==> config.mk <==
export PLATFORM = sky130hd
export DESIGN_NAME = bcd_stopwatch_core
export DESIGN_NICKNAME = d
export VERILOG_FILES = /design/src/rtl/bcd_stopwatch_core.sv
export SDC_FILE = /design/constraint.sdc
export NUM_CORES = 1
export LEC_CHECK = 0
export ABC_AREA = 1
export CAP_MARGIN = 20
export CELL_PAD_IN_SITES_DETAIL_PLACEMENT = 0
export CELL_PAD_IN_SITES_GLOBAL_PLACEMENT = 2
export CORE_MARGIN = 4
export CORE_UTILIZATION = 31
export CTS_CLUSTER_SIZE = 12
export DETAILED_ROUTE_END_ITERATION = 12
export PLACE_DENSITY_LB_ADDON = 0.2
export SYNTH_ARGS = -nofsm -noshare
export SYNTH_HDL_FRONTEND = slang
export SYNTH_SLANG_ARGS = --single-unit
==> constraint.sdc <==
create_clock -name clk -period 1.52 [get_ports clk]
set_clock_uncertainty 0.1 [all_clocks]
set_input_delay 0.304 -clock clk [delete_from_list [all_inputs] [get_ports clk]]
set_output_delay 0.304 -clock clk [all_outputs]
set_load 0.01 [all_outputs]
==> src/rtl/bcd_stopwatch_core.sv <==
// bcd_stopwatch_core
// Four-digit BCD run/hold stopwatch feeding a scanned seven-segment display.
// Two active-low push-buttons: start/stop toggles RUN/HOLD, clear returns to
// IDLE with all digits at zero. Contains key conditioning, a run/hold FSM,
// a count-rate prescaler and a cascaded BCD counter.
//
// Build option: define STOPWATCH_DEBOUNCE_EN to add per-key debounce counters
// (press event after DB_CNT stable-low cycles). Without it, every falling
// edge of the synchronized key is a press event.
module bcd_stopwatch_core #(
  parameter int CLK_FREQ = 50_000_000,
  parameter int TICK_HZ  = 100,
  parameter int DB_MS    = 20
) (
  input  logic       clk,
  input  logic       rst_n,
  input  logic       key_start_n,
  input  logic       key_clr_n,
  output logic [3:0] bcd3,
  output logic [3:0] bcd2,
  output logic [3:0] bcd1,
  output logic [3:0] bcd0,
  output logic       running,
  output logic       ovf
);

  localparam int TICK_DIV = CLK_FREQ / TICK_HZ;
  localparam int DB_CNT   = CLK_FREQ / 1000 * DB_MS;
  localparam int PW       = (TICK_DIV > 1) ? $clog2(TICK_DIV) : 1;

  // Illegal parameter sets (TICK_DIV < 2 or DB_CNT < 1) show up as this
  // named block in the elaborated hierarchy.
  if ((TICK_DIV < 2) || (DB_CNT < 1)) begin : g_illegal_params
  end

  typedef enum logic [1:0] {
    IDLE = 2'd0,
    RUN  = 2'd1,
    HOLD = 2'd2
  } state_t;

  // Increment a four-digit packed BCD value; bit 16 is the carry out of
  // the thousands digit (the 9999 -> 0000 wrap).
  function automatic logic [16:0] bcd_inc(input logic [15:0] d);
    logic [15:0] r;
    logic        c;
    r = d;
    c = 1'b1;
    for (int i = 0; i < 4; i++) begin
      if (c) begin
        if (d[4*i +: 4] >= 4'd9) begin
          r[4*i +: 4] = 4'd0;
        end else begin
          r[4*i +: 4] = d[4*i +: 4] + 4'd1;
          c = 1'b0;
        end
      end
    end
    return {c, r};
  endfunction

  // Bit 0 = start/stop key, bit 1 = clear key.
  logic [1:0] keys_n;
  logic [1:0] sync1_q;
  logic [1:0] sync2_q;
  logic [1:0] s_n;
  logic [1:0] ev_d;
  logic [1:0] ev_q;
  logic       ev_start;
  logic       ev_clr;

  assign keys_n = {key_clr_n, key_start_n};

  // Two-flop synchronizers for the asynchronous keys; released (1) in reset.
  always_ff @(posedge clk or negedge rst_n) begin
    if (!rst_n) begin
      sync1_q <= 2'b11;
      sync2_q <= 2'b11;
    end else begin
      sync1_q <= keys_n;
      sync2_q <= sync1_q;
    end
  end

  assign s_n = sync2_q;

`ifdef STOPWATCH_DEBOUNCE_EN
  localparam int DBW = $clog2(DB_CNT + 1);

  logic [1:0][DBW-1:0] db_cnt_q;
  logic [1:0][DBW-1:0] db_cnt_d;
  logic [1:0]          stable_q;
  logic [1:0]          stable_d;

  // Debounce: accept a new level only after DB_CNT consecutive cycles of it;
  // an accepted high-to-low change is the press event.
  always_comb begin
    db_cnt_d = db_cnt_q;
    stable_d = stable_q;
    ev_d     = 2'b00;
    for (int k = 0; k < 2; k++) begin
      if (s_n[k] != stable_q[k]) begin
        if (db_cnt_q[k] == DBW'(DB_CNT - 1)) begin
          stable_d[k] = s_n[k];
          db_cnt_d[k] = '0;
          ev_d[k]     = ~s_n[k];
        end else begin
          db_cnt_d[k] = db_cnt_q[k] + DBW'(1);
        end
      end else begin
        db_cnt_d[k] = '0;
      end
    end
  end

  // Debounce counter and accepted-level registers.
  always_ff @(posedge clk or negedge rst_n) begin
    if (!rst_n) begin
      db_cnt_q <= '0;
      stable_q <= 2'b11;
    end else begin
      db_cnt_q <= db_cnt_d;
      stable_q <= stable_d;
    end
  end
`else
  logic [1:0] prev_q;

  // Falling edge of the synchronized key is the press event.
  always_comb begin
    ev_d = prev_q & ~s_n;
  end

  // Previous synchronized key level for edge detection.
  always_ff @(posedge clk or negedge rst_n) begin
    if (!rst_n) begin
      prev_q <= 2'b11;
    end else begin
      prev_q <= s_n;
    end
  end
`endif

  // Register the one-cycle press events.
  always_ff @(posedge clk or negedge rst_n) begin
    if (!rst_n) begin
      ev_q <= 2'b00;
    end else begin
      ev_q <= ev_d;
    end
  end

  assign ev_start = ev_q[0];
  assign ev_clr   = ev_q[1];

  state_t          state_q;
  state_t          state_d;
  logic            running_q;
  logic [PW-1:0]   presc_q;
  logic [PW-1:0]   presc_d;
  logic            tick;
  logic [15:0]     dig_q;
  logic [15:0]     dig_d;
  logic [16:0]     inc;
  logic            ovf_q;
  logic            ovf_d;

  // Run/hold FSM next state; clear overrides start/stop.
  always_comb begin
    state_d = state_q;
    if (ev_clr) begin
      state_d = IDLE;
    end else if (ev_start) begin
      case (state_q)
        IDLE:    state_d = RUN;
        RUN:     state_d = HOLD;
        HOLD:    state_d = RUN;
        default: state_d = IDLE;
      endcase
    end
  end

  // FSM state and registered RUN decode.
  always_ff @(posedge clk or negedge rst_n) begin
    if (!rst_n) begin
      state_q   <= IDLE;
      running_q <= 1'b0;
    end else begin
      state_q   <= state_d;
      running_q <= (state_d == RUN);
    end
  end

  assign tick = (state_q == RUN) && (presc_q == PW'(TICK_DIV - 1));

  // Prescaler: counts only in RUN, frozen in IDLE/HOLD so a resume keeps
  // the partial period; zeroed on clear and on a fresh start from IDLE.
  always_comb begin
    presc_d = presc_q;
    if (ev_clr) begin
      presc_d = '0;
    end else if ((state_q == IDLE) && ev_start) begin
      presc_d = '0;
    end else if (state_q == RUN) begin
      presc_d = tick ? '0 : presc_q + PW'(1);
    end
  end

  // Cascaded BCD counter with registered wrap pulse.
  always_comb begin
    inc   = bcd_inc(dig_q);
    dig_d = dig_q;
    ovf_d = 1'b0;
    if (ev_clr) begin
      dig_d = '0;
    end else if (tick) begin
      dig_d = inc[15:0];
      ovf_d = inc[16];
    end
  end

  // Prescaler, digit and overflow registers.
  always_ff @(posedge clk or negedge rst_n) begin
    if (!rst_n) begin
      presc_q <= '0;
      dig_q   <= '0;
      ovf_q   <= 1'b0;
    end else begin
      presc_q <= presc_d;
      dig_q   <= dig_d;
      ovf_q   <= ovf_d;
    end
  end

  assign bcd3    = dig_q[15:12];
  assign bcd2    = dig_q[11:8];
  assign bcd1    = dig_q[7:4];
  assign bcd0    = dig_q[3:0];
  assign running = running_q;
  assign ovf     = ovf_q;

endmodule
* Word-level counts from Yosys, hierarchy flattened
Cells that the tools add are included.
** Storage, ports and cells
- Bits in registers :: 47
- Logic and storage cells :: 64
- Bits of input ports :: 4
- Output and inout bits :: 18
** Cells by class
- Reductions and logical operators :: 12
- Mux-type cells :: 25
- Magnitude comparators :: 4
- Bitwise logic cells :: 2
- Eq/ne operators :: 4
- Add/subtract/negate cells :: 5
** Operators with widths (count)
- $mux W19 :: 4
- $mux W16 :: 2
- $mux W4 :: 7
- $add A19 B1 Y19 const B :: 1
- $eq A19 B19 Y1 const B :: 1
- $add A4 B1 Y4 const B :: 4
- $ge A4 B4 Y1 const B :: 4
- $mux W1 :: 9
- $reduce_bool A2 Y1 :: 4
- $reduce_and A2 Y1 :: 3
- $eq A2 B1 Y1 const B :: 2
- $mux W2 :: 2
- $pmux W2 S2 :: 1
- $reduce_bool A3 Y1 :: 1
- $and A2 B2 Y2 :: 1
- $eq A2 B2 Y1 const B :: 1
- $logic_and A1 B1 Y1 :: 2
- $logic_not A2 Y1 :: 1
- $not A2 Y2 :: 1
- $reduce_or A2 Y1 :: 1

* Longest topological paths before layout
- Depth after elaboration :: 7
- Mapped depth :: 11
- Gate-level depth less buffers :: 11

* Worst setup path after synthesis
No wires, ideal clock.
- Path kind :: register to register
- From :: register dig_q[0]
- To :: register dig_q[12]
- Slack :: -0.188 ns
- Library setup time :: 0.117 ns
- Stages on the path, launching flop included :: 11
- Period minus slack after synthesis :: 1.708 ns
- Data required time :: 1.303 ns
- Buffers on the path :: 0
- Arrival time :: 1.491 ns
- Path through :: dfrtp_1 -> inv_1 -> ha_1 -> nand2_1 -> nand2_1 -> nor2_1 -> nand2_1 -> nand2_1 -> nand2_1 -> nand2_1 -> nand2_1
** On the way
- Cells in the longest elaborated chain, start to end :: 6
** Ends and longest elaborated chain
- start, declared :: line 162 : logic [15:0] dig_q;
- start signal, assigned :: line 230 : dig_q <= dig_d;
- $ge A4 B4 Y1 :: line 51 : if (d[4*i +: 4] >= 4'd9) begin
- $mux W1 :: line 51
- $mux W1 (2 in a row) :: line 50 : if (c) begin
- $reduce_bool A2 Y1 (no line)
- $reduce_and A2 Y1 (no line)
No other way between the ends.
A chain may end at the register's enable or synchronous reset.

* Worst setup path in the final report
- From :: register presc_q[7]
- To :: register presc_q[1]
** On the way
- Cells in the longest elaborated chain, start to end :: 6
** Ends and longest elaborated chain
- start, declared :: line 159 : logic [PW-1:0] presc_q;
- start signal, assigned :: line 229 : presc_q <= presc_d;
- $eq A19 B19 Y1 :: line 194 : assign tick = (state_q == RUN) && (presc_q == PW'(TICK_DIV - 1));
- $logic_and A1 B1 Y1 :: line 194
- $mux W19 :: line 205 : presc_d = tick ? '0 : presc_q + PW'(1);
- $mux W19 :: line 204 : end else if (state_q == RUN) begin
- $mux W19 :: line 202 : end else if ((state_q == IDLE) && ev_start) begin
- $mux W19 :: line 200 : if (ev_clr) begin
No other way between the ends. The select of a mux whose other input is x is not followed.

==> metrics.cfg <==
[layout]
final_area_sq_um=3913
fillers=848
final_common_cell=nand2_1
most-common-layout-cells=74 x nand2_1, 70 x buf_4, 38 x dfrtp_1, 32 x inv_1, 32 x nor2_1
area_growth_pct=48.48
nets=458
layout-drive-gt1-share=0.3756
diodes=0
post-route-util=0.4738
fin_cells=547
seq_area_sq_um=1187
multi_input_area_sq_um=1509

[die]
die_area_sq_um=10040
io_pins=22
fp.dieW_um=100.2
start_util=0.3191
rows=33
core-area_sq_um=8258
dieHeight_um=100.2

[timing]
min_period_ps=1592
hold_viol=0
setup_ws_ps=-71.61
hold_slack_ps=261.7
setup_tns_ps=-1327
worst_pin_slew_ps=291.9
relSlewSlack=0.8039
post-route-period-util=1.047
setup_viol=30
drv_slew=0
rsz0062_at_grt=true
max_freq_mhz=628.3

[power]
p_int_mw=2.319
p_leak_nw=1.932
power_mw=3.293
swShare=0.2960
powerDensity_nw_per_um2=841.8
switchingPower_mw=0.9748
ir_drop_mv=0.4013
clock_power_share=0.296
pwr-share-comb=0.271
power_frac_seq=0.432

[critical_path]
cp-start-kind=flip-flop
cp-end-kind=flip-flop
path_max_fanout=5
required_ps=1620
critPathArrivalTime_ps=1690
critPathKind=flip-flop to flip-flop

[synthesis]
muxShareOfSynthArea=0.003799
synth_fa_ha_area_frac=0.06173
synth_cells=336
synth_nets=353
synth_area_leaders=dfrtp_1 39%, nand2_1 12%, nand3_1 7.2%, nor2_1 7.1%, ha_1 6.2%
ys_seq_area_frac=0.4492
avgSynthCellArea_sq_um=7.842
synth_top_family_by_area=simple AND/OR/NAND/NOR gates
synth.distinct_cells=29
synth_simple_gate_area_frac=0.3400
synth_xor_area_frac=0.04321
ys_ff_latch=47
synth_compound_area_frac=0.03989
yosysWarningCount=0
synth_area_sq_um=2635
yosysTopAreaCell=dfrtp_1
synth_top_cell_area_share=0.3894

[clock_network]
cts.htree.levels=2
clockRootBuffer=clkbuf_8
clk_pin_slew_worst_paths_ps=90
worstSkewPairLatency_ps=300
tritoncts=built
numCtsBuffers=5
clk_path_buf_depth=2
clkSinkCount=47

[global_routing]
use_met1=0.2030
grt_usage=0.1418
grt_pass1_vias=2393
grt.met3_usage=0.02432
met2_usage=0.2217
antenna_found_initial=0
overflow=0
grt.busiest_layer=met2
grt_max_degree=48
grt_pass1_wl_um=11290

[drt]
num_vias=2463
drt-vias-per-instance=4.503
routedWlPerCell_um=12.33
wirelength_um=6743
first_pass_iters=6
antenna_left=0
drt_iter0_markers=113
drc=0

[worst_hold_path]
hp-class=flip-flop to flip-flop

[job]
cap_viol_max_count=0

[outcome]
violations=negative setup slack
status=complete, but fails checks

[placement]
preCtsSetupSlack_ps=-237.6
place_area_sq_um=3421
gp_congestion=0.8345
dp_hpwl_um=4802
io_buffers=21
placed_cells=518

## worst max-delay path, cell delays in order, from the launching register on
cell	delay [ps]
dfrtp_1	410
inv_1	90
nand2_1	50
nor2_1	180
nand3_2	120
nor2_4	200
nor2_4	90
buf_6	150
nand3_2	50
nand2_1	50
## power by group through the flow
| stage | Combinational [mW] | Sequential (mW) | Clock, mW |
|---|---|---|---|
| floorplan | 0.335 | 1.51 | 0 |
| global placement | 0.765 | 1.47 | 0 |
| detailed placement | 0.763 | 1.47 | 0 |
| CTS | 0.855 | 1.42 | 1.02 |
| global route | 1.01 | 1.44 | 1.07 |
| finish | 0.894 | 1.42 | 0.976 |
## synth_stat cells
master,n
nor2_4,4
buf_6,1
mux2i_1,1
inv_2,2
o21ai_0,8
nor3b_1,2
nand4_1,8
nand3_1,38
nand3_2,1
a211oi_1,1
dfstp_2,6
nand2_2,1
nor2_2,2
nor3_1,7
o21bai_1,1
or2_2,1
ha_1,13
o21ai_1,1
inv_1,36
nand2_1,87
a21boi_0,1
nand2_4,1
xor2_1,11
a31oi_1,2
buf_2,2
a21oi_1,5
xnor2_1,2
dfrtp_1,41
nor2_1,50
## worst paths after layout
| path | startpoint | cells past startpoint | slack [ps] | end |
|---|---|---|---|---|
| max | presc_q[7] | 9 | -70 | presc_q[1] |
| min | sync1_q[1] | 0 | 260 | s_n[1] |
| max reg2reg | presc_q[7] | 9 | -70 | presc_q[1] |
| min reg2reg | sync1_q[1] | 0 | 260 | s_n[1] |
| max in group asynchronous | rst_n | 3 | 620 | prev_q[1] |
| min in group asynchronous | rst_n | 3 | 420 | presc_q[15] |
## kinds of logic after synthesis
group / after synthesis
DFF: 47
muxes: 1
AOI/OAI and AO/OA: 19
adders and majority gates: 13
xor gates and xnor gates: 13
buffers and inverters: 41
and+or+nand+nor: 202
## flip-flops by register name (all words and copies together) (netlist names)
signal   count
dig_q       16
ev_q         2
ovf          1
presc_q     19
prev_q       2
running      1
s_n          2
state_q      2
sync1_q      2
## final cells by class
type                    instances  area share
clock buffers                   6     0.02111
clock inverters                 2    0.008954
inverters                      38     0.04029
multi-input cells             248      0.3857
flip-flops and latches         47      0.3035
well taps                     105     0.03358
repair buffers                100      0.2050
repair inverters                1    0.001919
## metal layers
layer	part of all wire	vias up
met5	0	-
met4	0.011	0
met3	0.024	7
met2	0.47	25
met1	0.50	1146
li1	-	1285
## timing repair
action | CTS | global route
buffers inserted | 13 | 6
cloned | 1 | 0
resized for setup | 58 | 50
endpoints found under the setup margin | 53 | 38
hold endpoints to repair | 41 | 0
pin swaps | 14 | 15
hold buffers | 1 | 0
No activity file was read; power rests on OpenSTA's default activity.
